--- config.mk ---
export PLATFORM = sky130hd
export DESIGN_NAME = ppu_regs
export DESIGN_NICKNAME = d
export VERILOG_FILES = /design/src/rtl/ppu_regs_pkg.sv /design/src/rtl/ppu_regs.sv
export SDC_FILE = /design/constraint.sdc
export NUM_CORES = 1
export LEC_CHECK = 0
export ABC_AREA = 1
export BUFFER_PORTS_ARGS = -buffer_cell sky130_fd_sc_hd__buf_2
export CAP_MARGIN = 20
export CORE_ASPECT_RATIO = 2
export CORE_MARGIN = 1
export CORE_UTILIZATION = 58
export DETAILED_ROUTE_END_ITERATION = 10
export GPL_TIMING_DRIVEN = 0
export PLACE_DENSITY_LB_ADDON = 0.12
export REMOVE_ABC_BUFFERS = 1
export SLEW_MARGIN = 10
export SYNTH_ARGS = -nofsm -noshare
export SYNTH_HDL_FRONTEND = slang
export SYNTH_SLANG_ARGS = --single-unit
--- constraint.sdc ---
create_clock -name clock25 -period 4.1 [get_ports clock25]
set_clock_uncertainty 0.2 [all_clocks]
set_input_delay 0.615 -clock clock25 [delete_from_list [all_inputs] [get_ports clock25]]
set_output_delay 0.615 -clock clock25 [all_outputs]
set_load 0.05 [all_outputs]
--- src/rtl/ppu_regs_pkg.sv ---
// Shared definitions for the CPU-facing PPU register file.
package ppu_regs_pkg;

  localparam int unsigned DATA_W  = 8;
  localparam int unsigned VADDR_W = 15;
  localparam int unsigned BUS_A_W = 14;
  localparam int unsigned OAM_A_W = 8;

  // CPU register indices $2000-$2007
  typedef enum logic [2:0] {
    REG_CTRL     = 3'd0,
    REG_MASK     = 3'd1,
    REG_STATUS   = 3'd2,
    REG_OAM_ADDR = 3'd3,
    REG_OAM_DATA = 3'd4,
    REG_SCROLL   = 3'd5,
    REG_ADDR     = 3'd6,
    REG_DATA     = 3'd7
  } reg_idx_e;

  // $2007 access sequencer
  typedef enum logic [1:0] {
    ST_IDLE      = 2'd0,
    ST_RD_FETCH  = 2'd1,
    ST_WR_COMMIT = 2'd2
  } state_e;

  // Status flags reported in $2002[7:5]
  typedef struct packed {
    logic vblank;
    logic spr0;
    logic ovf;
  } status_t;

  localparam logic [BUS_A_W-1:0] PAL_BASE   = 14'h3F00;
  localparam logic [VADDR_W-1:0] INC_ACROSS = 15'd1;
  localparam logic [VADDR_W-1:0] INC_DOWN   = 15'd32;

  // VRAM address step after a $2007 access, selected by PPUCTRL[2]
  function automatic logic [VADDR_W-1:0] vaddr_inc(input logic [DATA_W-1:0] ctrl_r);
    return ctrl_r[2] ? INC_DOWN : INC_ACROSS;
  endfunction

endpackage

--- src/rtl/ppu_regs.sv ---
// CPU-facing PPU register file: PPUCTRL/PPUMASK, loopy scroll registers,
// $2007 read buffer, OAM address/data port and vblank/NMI flag.
module ppu_regs
  import ppu_regs_pkg::*;
(
  input  logic               clock25,
  input  logic               reset_n,
  input  logic               ce,
  input  logic [2:0]         cpu_a,
  input  logic [DATA_W-1:0]  cpu_i,
  input  logic               cpu_rd,
  input  logic               cpu_wr,
  output logic [DATA_W-1:0]  cpu_o,
  output logic               nmi_n,
  input  logic               vblank_set,
  input  logic               vblank_clr,
  input  logic               spr0_hit,
  input  logic               spr_ovf,
  output logic [BUS_A_W-1:0] vram_a,
  input  logic [DATA_W-1:0]  vram_i,
  output logic [DATA_W-1:0]  vram_o,
  output logic               vram_w,
  output logic [OAM_A_W-1:0] oam_a,
  input  logic [DATA_W-1:0]  oam_i,
  output logic [DATA_W-1:0]  oam_o,
  output logic               oam_w,
  output logic [DATA_W-1:0]  ctrl,
  output logic [DATA_W-1:0]  mask,
  output logic [VADDR_W-1:0] scroll_t,
  output logic [2:0]         fine_x
);

  state_e             state, state_nxt;
  status_t            flags, flags_nxt;
  logic [DATA_W-1:0]  ctrl_nxt;
  logic [VADDR_W-1:0] v;
  logic               w;
  logic [DATA_W-1:0]  ob;
  logic [DATA_W-1:0]  rdbuf;

  logic     acc_c, wr_c, rd_c, status_rd_c, pal_c;
  reg_idx_e idx_c;

  assign idx_c       = reg_idx_e'(cpu_a);
  assign acc_c       = ce & (cpu_rd | cpu_wr) & (state == ST_IDLE);
  assign wr_c        = acc_c & cpu_wr;
  assign rd_c        = acc_c & ~cpu_wr;
  assign status_rd_c = rd_c & (idx_c == REG_STATUS);
  assign pal_c       = (v[BUS_A_W-1:0] >= PAL_BASE);
  assign vram_a      = v[BUS_A_W-1:0];

  // FSM state register
  always_ff @(posedge clock25 or negedge reset_n) begin
    if (!reset_n) state <= ST_IDLE;
    else          state <= state_nxt;
  end

  // Next state, next PPUCTRL and next status flags
  always_comb begin
    state_nxt = state;
    ctrl_nxt  = ctrl;
    flags_nxt = flags;
    case (state)
      ST_IDLE: begin
        if (wr_c && idx_c == REG_DATA)      state_nxt = ST_WR_COMMIT;
        else if (rd_c && idx_c == REG_DATA) state_nxt = ST_RD_FETCH;
      end
      ST_RD_FETCH:  state_nxt = ST_IDLE;
      ST_WR_COMMIT: state_nxt = ST_IDLE;
      default:      state_nxt = ST_IDLE;
    endcase
    if (wr_c && idx_c == REG_CTRL) ctrl_nxt = cpu_i;
    if (spr0_hit) flags_nxt.spr0 = 1'b1;
    if (spr_ovf)  flags_nxt.ovf  = 1'b1;
    // A status read racing the set pulse swallows the vblank (NMI suppression)
    if (vblank_set && !status_rd_c) flags_nxt.vblank = 1'b1;
    if (status_rd_c)                flags_nxt.vblank = 1'b0;
    if (vblank_clr)                 flags_nxt = '0;
  end

  // Register file datapath, bus strobes and CPU read data
  always_ff @(posedge clock25 or negedge reset_n) begin
    if (!reset_n) begin
      ctrl     <= '0;
      mask     <= '0;
      scroll_t <= '0;
      fine_x   <= '0;
      v        <= '0;
      w        <= 1'b0;
      ob       <= '0;
      rdbuf    <= '0;
      cpu_o    <= '0;
      oam_a    <= '0;
      oam_o    <= '0;
      oam_w    <= 1'b0;
      vram_o   <= '0;
      vram_w   <= 1'b0;
      flags    <= '0;
      nmi_n    <= 1'b1;
    end else begin
      vram_w <= 1'b0;
      oam_w  <= 1'b0;
      ctrl   <= ctrl_nxt;
      flags  <= flags_nxt;
      nmi_n  <= ~(flags_nxt.vblank & ctrl_nxt[7]);

      if (oam_w) oam_a <= oam_a + 8'd1;
      if (state == ST_RD_FETCH && !pal_c) rdbuf <= vram_i;
      if (state == ST_RD_FETCH || state == ST_WR_COMMIT) v <= v + vaddr_inc(ctrl);

      if (wr_c) begin
        ob <= cpu_i;
        case (idx_c)
          REG_CTRL:     scroll_t[11:10] <= cpu_i[1:0];
          REG_MASK:     mask <= cpu_i;
          REG_OAM_ADDR: oam_a <= cpu_i;
          REG_OAM_DATA: begin
            oam_o <= cpu_i;
            oam_w <= 1'b1;
          end
          REG_SCROLL: begin
            if (!w) begin
              fine_x        <= cpu_i[2:0];
              scroll_t[4:0] <= cpu_i[7:3];
              w             <= 1'b1;
            end else begin
              scroll_t[14:12] <= cpu_i[2:0];
              scroll_t[9:5]   <= cpu_i[7:3];
              w               <= 1'b0;
            end
          end
          REG_ADDR: begin
            if (!w) begin
              scroll_t[14:8] <= {1'b0, cpu_i[5:0]};
              w              <= 1'b1;
            end else begin
              scroll_t[7:0] <= cpu_i;
              v             <= {scroll_t[14:8], cpu_i};
              w             <= 1'b0;
            end
          end
          REG_DATA: begin
            vram_o <= cpu_i;
            vram_w <= 1'b1;
          end
          default: ;
        endcase
      end

      if (rd_c) begin
        case (idx_c)
          REG_STATUS: begin
            cpu_o <= {flags.vblank & ~vblank_set, flags.spr0, flags.ovf, ob[4:0]};
            w     <= 1'b0;
          end
          REG_OAM_DATA: cpu_o <= oam_i;
          REG_DATA:     cpu_o <= pal_c ? vram_i : rdbuf;
          default:      cpu_o <= ob;
        endcase
      end
    end
  end

endmodule

Yosys cells after proc, flatten, opt, wreduce, memory -nomap -nowiden
Index checks and enable logic that the tools add are counted.
- mux-type cells: 36
- bitwise operators: 12
- equality and inequality tests: 14
- reductions and logical operators: 23
- order comparisons: 1
- add/subtract/negate cells: 2
- operators with widths (operator ; count):
    15-bit 2-to-1 mux ; 4
    8-bit 2-to-1 mux ; 6
    8-bit one-hot mux with 3 select lines ; 1
    10-bit one-hot mux with 2 select lines ; 1
    15-bit by 6-bit adder with 15-bit output ; 1
    14-bit greater-or-equal comparator (second input constant) ; 1
    1-bit 2-to-1 mux ; 13
    3-bit == test (second input constant) ; 4
    4-bit AND reduction ; 3
    5-bit 2-to-1 mux ; 2
    8-bit by 1-bit adder with 8-bit output (second input constant) ; 1
    2-bit inequality test (second input constant) ; 4
    2-bit nonzero test ; 4
    1-bit AND ; 7
    7-bit 2-to-1 mux ; 1
    3-bit by 2-bit == test with 1-bit output (second input constant) ; 2
    2-bit 2-to-1 mux ; 3
    3-bit 2-to-1 mux ; 2
    6-bit 2-to-1 mux ; 1
    3-bit one-hot mux with 2 select lines ; 1
    2-bit AND reduction ; 3
    3-bit AND reduction ; 2
    1-bit logical AND ; 5
    1-bit inverter ; 4
    11 further kinds ; 12
- register bits: 106
- word-level logic and storage cells: 111
- output and inout port bits: 83
- input bits: 36

Longest topological paths before layout
- depth in word-level cells: 12
- mapped depth: 11
- mapped depth without buffers: 11

Worst setup path after synthesis
No wires, ideal clock.
- path type: register to register
- from: reg v[0]
- to: reg v[12]
- slack: 2.097 ns
- clock period less this slack: 2.003 ns
- path buffers: 0
- setup time: 0.078 ns
- cell stages (with the launch flop): 11
- arrival time: 1.726 ns
- data required time: 3.822 ns
- path through: dfrtp_1 > ha_1 > ha_1 > nand2_1 > nor2_1 > nand2_1 > nand2_1 > nand3_1 > nand2_1 > nand2_1 > a21oi_1
- word-level cells in the longest chain between the ends: 5
- RTL lines (item ; line ; text):
    start, declared ; ppu_regs.sv:36 ; logic [VADDR_W-1:0] v;
    start signal, assigned ; ppu_regs.sv:109 ; if (state == ST_RD_FETCH || state == ST_WR_COMMIT) v <= v + vaddr_inc(ctrl);
    start signal, assigned ; ppu_regs.sv:138 ; v <= {scroll_t[14:8], cpu_i};
    15-bit by 6-bit adder with 15-bit output * ; ppu_regs.sv:109 ;
    15-bit 2-to-1 mux * ; ppu_regs.sv:109 ;
    15-bit 2-to-1 mux ; ppu_regs.sv:133 ; if (!w) begin
    15-bit 2-to-1 mux ; ppu_regs.sv:113 ; case (idx_c)
    15-bit 2-to-1 mux * ; ppu_regs.sv:111 ; if (wr_c) begin
Every way passes the cells marked *; elsewhere a longest branch is shown, timed or not.
A chain may end at the register's enable or synchronous reset.

Final worst setup path
- from: reg state[1]
- to: reg mask[6]
- word-level cells in the longest chain between the ends: 4
- RTL lines (item ; line ; text):
    start, declared ; ppu_regs.sv:33 ; state_e state, state_nxt;
    start signal, assigned ; ppu_regs.sv:55 ; else state <= state_nxt;
    2-bit logical NOT ; ppu_regs.sv:45 ; assign acc_c = ce & (cpu_rd | cpu_wr) & (state == ST_IDLE);
    1-bit AND ; ppu_regs.sv:45 ;
    1-bit AND ; ppu_regs.sv:46 ; assign wr_c = acc_c & cpu_wr;
    2-bit AND reduction (no source line) ; - ;
    end signal, assigned ; ppu_regs.sv:115 ; REG_MASK: mask <= cpu_i;
    end, declared ; ppu_regs.sv:28 ; output logic [DATA_W-1:0] mask,
Every way passes these cells.

==> impl_metrics.toml <==
[synth]
synth_area_per_cell_sq_um = 8.13
synth_cells = 614
seq_area_frac_synth_pct = 52.7
syn-cell-area_sq_um = 4990
synthDistinctLibCells = 32
yosysWarnings = 0
ys_ff_latch = 105

[routing]
ant_nets = 0
first_pass_iters = 5
routed_wl_mm = 12.6
dr.first_iter.drc_count = 281
route.detailed.wl_per_inst_microns = 15.1
vias_per_cell = 5.41
vias = 4510
drc = 0

[clocking]
worstSkewPairLatency_ns = 0.35
cts_max_path_buffers = 2
clock-sinks = 105
cts_made_buffers = 9
post-cts-setup-buffers = 0
cts-htree-levels = 3
post_cts_resized = 0
cts_hold_buffers = 1
tritoncts = "yes"
clk_pin_slew_ns = 0.07
cts_root_buffer = "clkbuf_16"

[floorplanning]
num_rows = 47
die-area_sq_um = 9000
ios = 119
die_h_microns = 133
start_util_pct = 60.2
die_x_microns = 67.6
core_sq_um = 8290

[timing]
hold_viol_final = 0
setup_viol = 0
rsz0062_at_grt = "no"
finalSetupTns_ns = 0
final-max-slew-violation-count = 0
slew_headroom_pct = 52.9
fin_crit_ns = 2.61
fin_crit_sh_pct = 63.7
tightestPinTransition_ns = 0.704
max_freq_mhz = 383

[setup_path]
crit_path_cell_trace = "inv_1 > ha_1 > nand2_1 > nor2_2 > nand4_1 > o21ai_0"
worstReg2RegStart = "state[1]"
startpoint_type = "flop"
cp-startpoint = "state[1]"
r2r_cells = 6
cp-end-kind = "flop"
worstPathArrival_ns = 2.65
cp_max_fo = 16
slowest_delay_ns = 0.68
path_buf_inv = 1
endpoint = "mask[6]"
crit_slowest_cell = "nand4_1"
path_delay_family = "simple AND/OR/NAND/NOR gates"
r2r_slack_ns = 1.49
required_ns = 4.14
timing.rr.end = "mask[6]"
cp_num_cells = 6
worstSetupPathType = "flop to flop"

[placed_design]
place_congestion = 0.897
port_buffers = 118
dpl_cell_area_sq_um = 5660
dpl.hpwl_mm = 9.27

[global_route]
grt_pass1_vias = 4242
antenna_found_initial = 0
grt_max_degree = 81
gr-usage-all-layers_pct = 29.8
grt_pass1_wl_mm = 19.9
overflow = 0

[power]
ir_drop_mv = 0.662
powerDensity_nw_per_um2 = 877
power.leakage_nw = 3.26

[layout]
fin_area_sq_um = 5970
n_fill_cell = 701
drive_gt1_share_pct = 22.9
area_growth_pct = 19.6
layout.nets = 772
antenna_cells = 0

[status]
outcome = "finished, final reports clean"

[run]
maxCapViolCount = 0

[min_path]
hold_class = "input pin to flop"
==> state kept, by name, summed over array words and instances (netlist names), 2 cells and up <==
name and flops:
ctrl 8, v 14, oam_o 8, ob 8
fine_x 3, flags 3, cpu_o 8, oam_a 8
scroll_t 15, rdbuf 8, mask 8, state 2
vram_o 8
==> power by group <==
part           switching, mW  total (mW)  internal, mW
clock network          0.385       0.877         0.492
logic                   1.96        2.56         0.602
registers              0.318        1.80          1.48
total                   2.66        5.24          2.57
==> cells in the final DEF, fill, tap and decap left out, types with 6 or more instances in the layout <==
cell type,netlist,final
a21oi_1,22,22
buf_2,6,117
clkbuf_16,0,9
dfrtp_1,104,104
ha_1,6,6
inv_1,69,69
inv_2,7,7
nand2_1,191,191
nand3_1,38,38
nand4_1,8,8
nor2_1,36,36
o21ai_0,63,63
o21ai_2,7,7
o22ai_1,8,8
or2_2,6,6
==> worst min-delay path by stage <==
stage	startpoint	end	slack, ns	cells past startpoint
2_1_floorplan	reset_n	cpu_o[0]	0.12	0
3_3_place_gp	scroll_t[4]	scroll_t[4]	0.25	2
3_5_place_dp	cpu_o[5]	cpu_o[5]	0.27	2
4_1_cts	vblank_clr	flags[0]	0.26	2
5_1_grt	vblank_clr	flags[0]	0.28	2
6_report	vblank_clr	flags[0]	0.27	2
==> routing by layer <==
metal  vias to the layer above  track usage (%)  share of wire [%]
met5                         -                0                  0
li1                       2192                -                  -
met4                         0             16.2                3.8
met2                       147             51.2                 53
met3                        35             2.83                3.9
met1                      2136             34.9                 39
==> logic make-up after synthesis <==
logic type	after synthesis	share of synthesized area (%)
adders and majority gates	6	1.50
DFF	105	52.7
AOI/OAI and AO/OA	109	11.9
buffers and inverters	91	7.30
muxes	1	0.226
xor gates and xnor gates	3	0.527
and+or+nand+nor	299	25.9
==> cell usage after synthesis, drive strengths merged <==
cell    number  area (sq um)
nor3b        2          26.3
dfstp        1          26.3
nand2      195           742
buf          9          56.3
o211ai       3          22.5
clkbuf       6          22.5
nor3         3          15.0
inv         76           285
dfrtp      104          2600
or2          6          37.5
a31oi        2          12.5
a21oi       22           110
nand4        8          50.1
ha           6          75.1
nand3b       3          22.5
xnor2        2          17.5
o21ai       74           397
mux2         1          11.3
nor2        43           199
xor2         1          8.76
o22ai        8          50.1
nand3       39           200
==> through the flow <==
stage	std cells	util [%]	setup slack (ns)	power [mW]	hold WS, ns
after global routing	833	72.0	1.28	5.51	0.278
after global placement	815	67.8	1.10	4.30	0.253
after detailed placement	816	68.2	1.51	4.37	0.266
after CTS	833	72.0	1.49	5.25	0.262
after floorplan	599	-	1.99	3.71	0.119
final	833	72.0	1.49	5.24	0.269
==> worst register-to-register path, stage by stage, from the launching register on <==
cell and delay (ns):
dfrtp_1 0.39, inv_1 0.08, ha_1 0.22, nand2_1 0.08, nor2_2 0.41, nand4_1 0.68, o21ai_0 0.44
==> layout make-up <==
| type | instances | area (sq um) | share of cell area [%] |
|---|---|---|---|
| well taps | 98 | 123 | 2.05 |
| inverters | 76 | 285 | 4.78 |
| clock inverters | 4 | 53.8 | 0.901 |
| flip-flops and latches | 105 | 2630 | 44.0 |
| repair buffers | 120 | 634 | 10.6 |
| clock buffers | 12 | 246 | 4.13 |
| multi-input cells | 418 | 2000 | 33.5 |
Power figures use the tool's default switching activity.
